===== config.mk =====
export PLATFORM = sky130hd
export DESIGN_NAME = instruction_fetch_controller
export DESIGN_NICKNAME = d
export VERILOG_FILES = /design/src/rtl/fetch_pkg.sv /design/src/rtl/if_id_register.sv /design/src/rtl/instruction_fetch_controller.sv
export SDC_FILE = /design/constraint.sdc
export NUM_CORES = 1
export LEC_CHECK = 0
export ABC_CLOCK_PERIOD_IN_PS = 2100
export BUFFER_PORTS_ARGS = -buffer_cell sky130_fd_sc_hd__buf_2
export CAP_MARGIN = 20
export CORE_ASPECT_RATIO = 0.8
export CORE_UTILIZATION = 44
export CTS_CLUSTER_DIAMETER = 100
export DETAILED_ROUTE_END_ITERATION = 8
export PLACE_DENSITY = 0.75
export SYNTH_ARGS = -nofsm -noshare
export SYNTH_HDL_FRONTEND = slang
export SYNTH_SLANG_ARGS = --single-unit

===== constraint.sdc =====
create_clock -name Clk -period 2.1 [get_ports Clk]
set_input_delay 0.21 -clock Clk [delete_from_list [all_inputs] [get_ports Clk]]
set_output_delay 0.21 -clock Clk [all_outputs]
set_load 0.02 [all_outputs]

===== src/rtl/fetch_pkg.sv =====
// fetch_pkg
// Shared definitions for the instruction fetch controller:
//   - controller state encoding (IDLE / RUN / HALT)
//   - fault codes reported on the Fault output
//   - the NOP word used to fill IF/ID bubbles
//   - a small word-alignment helper
package fetch_pkg;

    localparam logic [1:0] STATE_IDLE = 2'd0;
    localparam logic [1:0] STATE_RUN  = 2'd1;
    localparam logic [1:0] STATE_HALT = 2'd2;

    typedef enum logic [1:0] {
        IDLE = STATE_IDLE,
        RUN  = STATE_RUN,
        HALT = STATE_HALT
    } fetch_state_t;

    localparam logic [1:0] FAULT_NONE  = 2'b00;
    localparam logic [1:0] FAULT_RANGE = 2'b01;
    localparam logic [1:0] FAULT_ALIGN = 2'b10;

    localparam logic [31:0] NOP_WORD = 32'h0000_0000;

    // True when the two low address bits select a whole word.
    function automatic logic is_word_aligned(input logic [1:0] low_bits);
        return (low_bits == 2'b00);
    endfunction

endpackage


===== src/rtl/if_id_register.sv =====
// if_id_register
// IF/ID pipeline register holding the fetched instruction, its PC+4 and a
// valid flag.
//   clk         in   clock
//   srst        in   synchronous active-high reset (clears everything)
//   load        in   capture instr_in / pc_plus4_in, mark valid
//   bubble      in   insert a NOP: instruction cleared, valid cleared,
//                    pc_plus4 left as it was (wins over load)
//   instr_in    in   instruction word to capture
//   pc_plus4_in in   PC+4 of that instruction
//   instruction out  registered instruction
//   pc_plus4    out  registered PC+4
//   valid       out  register holds a real instruction
// With neither load nor bubble the register holds its contents.
module if_id_register
    import fetch_pkg::*;
(
    input  logic        clk,
    input  logic        srst,
    input  logic        load,
    input  logic        bubble,
    input  logic [31:0] instr_in,
    input  logic [31:0] pc_plus4_in,
    output logic [31:0] instruction,
    output logic [31:0] pc_plus4,
    output logic        valid
);

    logic [31:0] instruction_reg;
    logic [31:0] pc_plus4_reg;
    logic        valid_reg;

    always_ff @(posedge clk) begin
        if (srst) begin
            instruction_reg <= NOP_WORD;
            pc_plus4_reg    <= 32'h0000_0000;
            valid_reg       <= 1'b0;
        end else if (bubble) begin
            instruction_reg <= NOP_WORD;
            valid_reg       <= 1'b0;
        end else if (load) begin
            instruction_reg <= instr_in;
            pc_plus4_reg    <= pc_plus4_in;
            valid_reg       <= 1'b1;
        end
    end

    assign instruction = instruction_reg;
    assign pc_plus4    = pc_plus4_reg;
    assign valid       = valid_reg;

endmodule


===== src/rtl/instruction_fetch_controller.sv =====
// instruction_fetch_controller
// Owns the program counter, presents it to a combinational instruction
// memory and registers the returned word into the IF/ID register. Handles
// start, stall, branch redirect and fault halting.
// Parameters:
//   RESET_PC  PC loaded on reset (word aligned)
//   DEPTH     instruction memory size in words; fetches at >= DEPTH*4 fault
// Ports:
//   Clk              in   clock
//   Rst              in   synchronous active-high reset, highest priority
//   Start            in   leave IDLE and begin fetching
//   Stall            in   hold PC, IF/ID and FetchCount
//   BranchTaken      in   redirect fetch to BranchTarget (overrides Stall)
//   BranchTarget     in   redirect byte address
//   IMemAddress      out  byte address to instruction memory (= PC)
//   IMemInstruction  in   word returned for IMemAddress
//   Instruction      out  IF/ID instruction
//   PCPlus4          out  IF/ID PC+4
//   Valid            out  IF/ID holds a real instruction
//   Halted           out  controller is in HALT
//   Fault            out  00 none, 01 fetch out of range, 10 misaligned branch
//   FetchCount       out  instructions issued into IF/ID (wraps)
module instruction_fetch_controller
    import fetch_pkg::*;
#(
    parameter logic [31:0] RESET_PC = 32'h0000_0000,
    parameter int          DEPTH    = 128
) (
    input  logic        Clk,
    input  logic        Rst,
    input  logic        Start,
    input  logic        Stall,
    input  logic        BranchTaken,
    input  logic [31:0] BranchTarget,
    output logic [31:0] IMemAddress,
    input  logic [31:0] IMemInstruction,
    output logic [31:0] Instruction,
    output logic [31:0] PCPlus4,
    output logic        Valid,
    output logic        Halted,
    output logic [1:0]  Fault,
    output logic [31:0] FetchCount
);

    // First byte address past the end of the instruction memory.
    localparam logic [31:0] PC_LIMIT = 32'(DEPTH) << 2;

    fetch_state_t state_reg, state_next;
    logic [31:0]  pc_reg, pc_next;
    logic [1:0]   fault_reg, fault_next;
    logic [31:0]  fetch_count_reg, fetch_count_next;
    logic         ifid_load;
    logic         ifid_bubble;
    logic [31:0]  pc_plus4;

    assign pc_plus4 = pc_reg + 32'd4;

    always_ff @(posedge Clk) begin
        if (Rst) begin
            state_reg       <= IDLE;
            pc_reg          <= RESET_PC;
            fault_reg       <= FAULT_NONE;
            fetch_count_reg <= 32'h0000_0000;
        end else begin
            state_reg       <= state_next;
            pc_reg          <= pc_next;
            fault_reg       <= fault_next;
            fetch_count_reg <= fetch_count_next;
        end
    end

    always_comb begin
        state_next       = state_reg;
        pc_next          = pc_reg;
        fault_next       = fault_reg;
        fetch_count_next = fetch_count_reg;
        ifid_load        = 1'b0;
        ifid_bubble      = 1'b0;

        case (state_reg)
            IDLE: begin
                if (Start) begin
                    state_next = RUN;
                end
            end

            RUN: begin
                if (BranchTaken) begin
                    // A misaligned target is never loaded; PC keeps the value
                    // that issued the bad branch so it can be inspected.
                    ifid_bubble = 1'b1;
                    if (!is_word_aligned(BranchTarget[1:0])) begin
                        state_next = HALT;
                        fault_next = FAULT_ALIGN;
                    end else begin
                        pc_next = BranchTarget;
                    end
                end else if (Stall) begin
                    // Everything holds.
                end else if (pc_reg >= PC_LIMIT) begin
                    // Range is checked only for the PC being fetched, so a
                    // branch can still rescue an out-of-range PC.
                    state_next  = HALT;
                    fault_next  = FAULT_RANGE;
                    ifid_bubble = 1'b1;
                end else begin
                    ifid_load        = 1'b1;
                    pc_next          = pc_plus4;
                    fetch_count_next = fetch_count_reg + 32'd1;
                end
            end

            HALT: begin
                // Only Rst leaves HALT.
            end

            default: begin
                state_next = IDLE;
            end
        endcase
    end

    if_id_register u_if_id (
        .clk         (Clk),
        .srst        (Rst),
        .load        (ifid_load),
        .bubble      (ifid_bubble),
        .instr_in    (IMemInstruction),
        .pc_plus4_in (pc_plus4),
        .instruction (Instruction),
        .pc_plus4    (PCPlus4),
        .valid       (Valid)
    );

    assign IMemAddress = pc_reg;
    assign Halted      = (state_reg == HALT);
    assign Fault       = fault_reg;
    assign FetchCount  = fetch_count_reg;

endmodule


; Yosys cells after proc, flatten, opt, wreduce, memory -nomap -nowiden
; Index checks and enable logic that the tools add are counted.
[classes]
add_sub_neg = 2
magnitude_cmp = 1
n_eq_ne = 10
n_mux = 21
bitwise = 5
reduce_logical = 9
[op_table]
columns = cell, count
row1 = 2-to-1 mux 32 bit, 4
row2 = "adder 32 x 1 -> 32 bit, second input constant", 1
row3 = "adder 32 x 3 -> 32 bit, second input constant", 1
row4 = "greater-or-equal comparator 32 x 10 -> 1 bit, second input constant", 1
row5 = 2-to-1 mux 2 bit, 8
row6 = AND reduction 4 bit, 3
row7 = "!= test 3 bit, second input constant", 3
row8 = 2-to-1 mux 1 bit, 8
row9 = "!= test 2 bit, second input constant", 3
row10 = one-hot mux 2 bit (3 select lines), 1
row11 = inverter 1 bit, 5
row12 = AND reduction 5 bit, 1
row13 = logical NOT 2 bit, 2
row14 = "!= test 2 x 1 -> 1 bit, second input constant", 2
row15 = "== test 2 x 1 -> 1 bit, second input constant", 1
row16 = "== test 2 bit, second input constant", 1
row17 = AND reduction 2 bit, 1
row18 = nonzero test 2 bit, 1
row19 = OR reduction 2 bit, 1
[totals]
reg_bits = 133
input_bits = 69
out_inout_bits = 132
word_cells = 55

; Depth between registers and ports, before layout
[logic_depth]
ltp_word = 7
depth_mapped = 9
mapped_depth_nobuf = 6

; Cells and area by module
; Synthesis repeated with hierarchy kept, for this count alone.
[hier_totals]
hier_cells = 717
area_unflattened_um2 = 6358.6
[modules_own_cells]
columns = mod, n_inst, cells_each, area_each_um2, seq_area_each_um2
row1 = instruction_fetch_controller, 1, 464, 3674.8, 1361.3
row2 = if_id_register, 1, 253, 2683.8, 1301.2

; Least setup slack after synthesis
; Ideal clock, no wire load.
[synth_path]
path_type = register to register
startpoint = reg pc_reg[25] (netlist: IMemAddress[25])
endpoint = reg fetch_count_reg[30] (netlist: FetchCount[30])
setup_time_ns = 0.070
t_arrival_ns = 2.188
required_time_ns = 2.030
setup_slack_ns = -0.159
path_stages_with_launch = 7
n_path_buf = 1
period_less_slack_ns = 2.259
path_cell_list = dfxtp_1 -> nor4_2 -> nand4_4 -> or4_1 -> buf_2 -> or4_1 -> a21oi_1
[synth_between]
elab_chain_len = 3
[synth_lines]
columns = element, line
row1 = from (decl), instruction_fetch_controller.sv:49  ; logic [31:0] pc_reg, pc_next;
row2 = from (signal assigned), instruction_fetch_controller.sv:66  ; pc_reg <= pc_next;
row3 = greater-or-equal comparator 32 x 10 -> 1 bit, instruction_fetch_controller.sv:100  ; end else if (pc_reg >= PC_LIMIT) begin
row4 = inverter 1 bit (no source line), -
row5 = AND reduction 4 bit (no source line), -
row6 = to (signal assigned), instruction_fetch_controller.sv:68  ; fetch_count_reg <= fetch_count_next;
row7 = to (decl), instruction_fetch_controller.sv:51  ; logic [31:0] fetch_count_reg, fetch_count_next;
; No other way between the ends.
; A chain may end at the register's enable or synchronous reset.

; Final worst setup path
[layout_path]
startpoint = reg pc_reg[23] (netlist: IMemAddress[23])
endpoint = reg fetch_count_reg[30] (netlist: FetchCount[30])
; The elaborated chain is that of the path after synthesis.

==> results.md <==
- Synthesis inferred 133 register bits.
- The tree built by TritonCTS fans out to between 100 and 150 sinks.
- The area inside the core boundary is between 10000 and 15000 um2.
- Setup violations remaining at the end of the flow were counted as 7.
- The height of the die is between 100 and 150 um.
- The number of max-cap violations is 0.
- Summing every instance area after synthesis gives approximately 5400 um2.
- The total count of hold-check failures in the final report was 0.
- The maximum number of pins on one net before global-route repair is between 60 and 70.
- The repair_antennas step left the layout with diodes totalling 0.
- The fraction of layout instances using a drive strength above 1 is 0.3782.
- The checks that failed: design-rule violations, negative setup slack.
- Between clock sinks in the finished design, the worst skew comes to between 0.01 and 0.015 ns.
- The worst setup timing slack at the placement stage is -0.1630 ns.
- The tree is rooted in a clkbuf_16.
- The total routed wirelength is 16.04 mm.
- In the post-route analysis, the smallest setup slack over all paths is -0.09489 ns.
- At the pin with the least slew margin, the transition time is a little over 0.9 ns.
- The layout overhead on the synthesized area is 41.26%.
- The final estimated routing congestion in global placement is ~0.8.
- The number of nets produced by synthesis is approximately 700.
- Measured on the finished design, the core utilization comes to 0.6467.
- For this run, the detailed router's first-pass iteration total came to 8.
- TritonCTS built the clock tree.
- The final clock period utilization by the worst path is 1.045.
- The total count of max-transition violations in the final report came to 0.
- From left edge to right edge, the die measures 125.3 um.
- The worst setup path is launched from a flip-flop.
- The path with the worst hold slack has its endpoint at IMemAddress[13].
- The remaining global-route overflow is 0.
- The initial antenna violation count is 0.
- Synthesis produced roughly 620 cells.
- At the worst endpoint, the arrival time is between 2 and 3 ns.
- The average via count per standard cell is ~5.5.
- Dividing the synthesized area by the synthesized cell count gives around 8.6 um2.
- Clock-pin slew was measured on the worst setup and hold paths at 0.06 ns.
- Along the worst hold path, the cell count comes to 3.
- The maximum clock insertion buffer count is 2.
- Buffers inserted during clock tree synthesis total 17.
- The register area share after synthesis is 0.4974.
- The final critical path time including I/O delays and setup is around 2.2 ns.
- The setup slack of the most critical reg-to-reg path is -0.09 ns.
- The worst hold path begins at BranchTarget[13].
- By area the synthesized netlist is led by dfxtp_1 50%, a21oi_1 8.7%, nand2_1 7.8%.
- The endpoint identified for the worst register-to-register timing path is FetchCount[30].
- Setup repair after global routing could not meet its margin everywhere.
- The number of levels in the clock H-tree is 4.
- The startpoint identified for the worst register-to-register timing path is IMemAddress[23].
- The number of library cell types mapped by synthesis is 43.
- The number of global-route vias before repair came to roughly 5200.
- The critical path in this run is classified as flip-flop to flip-flop.
- The kind of end point of the critical path is a flip-flop.
- Port buffering added 200 buffers.
- The number of nets with antenna violations after routing is 0.
- The detail-routed net length per standard cell is 15.88 um.
- The die covers between 10000 and 15000 um2.
- Of the post-synthesis cell area, the dominant cell type holds 0.4974.
- The reported leakage power is 3.243 nW.
- The total design power is 0.006262 W.
- The net count of the finished layout is ~920.
- The total number of vias is ~5600.
- The DRC violations left is 9.
- The site row count is 35.
- The detailed placement HPWL is roughly 11 mm.
- The first-iteration detailed-routing DRC count is 359.
- The run finished, with violations left.
- For this design the top-level I/O count stands at 201.
- The worst voltage drop across the vdd grid is approximately 0.58 mV.
- The starting utilization of the core area is 0.4578.
- The fmax is around 460 MHz.
- For the worst flop-to-flop path, the logic depth is 6.
- The global routing usage summed across all routing layers is 0.2496.
- The critical path required time is between 2 and 2.5 ns.
- The first global-routing pass estimated between 20 and 30 mm of wire.
- In this run the worst hold path is classified as input pin to flip-flop.
- The biggest fanout along the worst timing path is 17.
- The total power divided by cell area is 828.1 nW/um2.
- The insertion delay to the later sink of the worst-skew pair is 0.42 ns.
- The yosys synthesis warning count is 0.
- The cell accounting for the most synthesized area is dfxtp_1.
- The worst pin sits at a relative slew slack of 0.3806.
area by class of cell:
cell class              count  area, um2
clock buffers              17      425.4
repair buffers            255       1484
fillers                   991       4131
well taps                 148      185.2
flip-flops and latches    133       2690
clock inverters            15      190.2
multi-input cells         432       2549
inverters                  10      37.54
layout by cell type, fill, tap and decap left out, drive strengths merged, types with 2 or more instances in the layout:
master  instances
a21oi          93
inv            18
mux2i           2
nand2         111
a211o           2
and4            7
bufinv          3
nor3b           3
ha              3
buf           254
a31oi           3
nor4            9
nand2b          5
nor2b           2
or3             8
o31ai          18
o221ai          2
a211oi          4
nand3          34
nand4          12
nor2           17
o21ai           7
o211ai         16
a221oi          2
a311oi          2
or4            18
nor3            5
dfxtp         133
clkbuf         18
and2           25
a31o            4
and3            5
xnor2           8
clkinv          4
how the worst max path moves through the flow:
stage / startpoint / end / slack (ns)
floorplan: IMemAddress[18] / FetchCount[30] / -0.04
global placement: IMemAddress[18] / FetchCount[30] / -0.17
detailed placement: IMemAddress[18] / FetchCount[30] / -0.16
CTS: IMemAddress[18] / FetchCount[30] / -0.09
global route: IMemAddress[17] / FetchCount[30] / -0.14
finish: IMemAddress[23] / FetchCount[30] / -0.09
kinds of logic (layout without fill, tap and decap cells):
family | count (synthesis) | count (layout) | synth area share
AO/OA/AOI/OAI | 154 | 154 | 0.1716
AND/OR/NAND/NOR | 264 | 264 | 0.2618
adder cells (fa/ha/maj) | 3 | 3 | 0.007013
XOR/XNOR | 9 | 9 | 0.01473
multiplexers | 2 | 2 | 0.003740
buffers and inverters | 56 | 297 | 0.04371
flip-flops | 133 | 133 | 0.4974
report_power, final:
part | leakage, nW | internal, W | switching, W | total, W
registers | 1.08 | 0.00257 | 0.0000403 | 0.00261
logic | 1.86 | 0.000215 | 0.000317 | 0.000532
clock network | 0.306 | 0.00190 | 0.00122 | 0.00312
worst max-delay path, cell delays in order (launching register included):
cell and delay, ns:
dfxtp_4 0.35, nor4_4 0.34, nand4_4 0.16, or4_4 0.46, buf_8 0.17, or4_1 0.50, a21oi_1 0.12
per-layer routing:
metal	up-vias	GRT usage	wire, um
li1	2668	-	-
met4	0	0.09568	357
met2	228	0.4027	7508
met5	-	0	0
met1	2636	0.3218	7046
met3	37	0.06635	1130
synthesized netlist by cell type, drive strengths merged:
cell and n:
nor4 9, a211o 2, nand4 12, nand3b 1
o21ai 7, a21oi 93, nand2b 5, nand4bb 1
and2 25, inv 10, clkbuf 36, mux2i 2
a221oi 2, nand3 34, xor2 1, a311oi 2
nor3b 3, or4 18, a2bb2oi 1, o211ai 16
nor2b 2, or3 8, a31oi 3, a211oi 4
dfxtp 133, and3 5, nor3 5, o31ai 18
nand2 111, nor2 17, nand4b 1, xnor2 8
a31o 4, and4 7, buf 10, ha 3
o221ai 2
metrics by stage:
step                TNS (ns)  area (um2)  instances  hold slack, ns
CTS                  -0.2005        7462       1005         0.01619
global route          -2.401        7561       1010         0.01717
floorplan           -0.05292        5408        621          0.3385
global placement      -1.444        6808        971          0.4350
finish               -0.2437        7561       1010         0.02569
detailed placement    -1.941        6808        971          0.4397
timing repair:
item,4_1_cts,5_1_grt
endpoints found under the setup margin,53,50
resized for setup,5,12
pin swaps,2,4
hold buffers,0,0
gates cloned,0,1
hold endpoints to repair,0,0
buffers inserted,2,4
(Power assumes the default switching activity.)
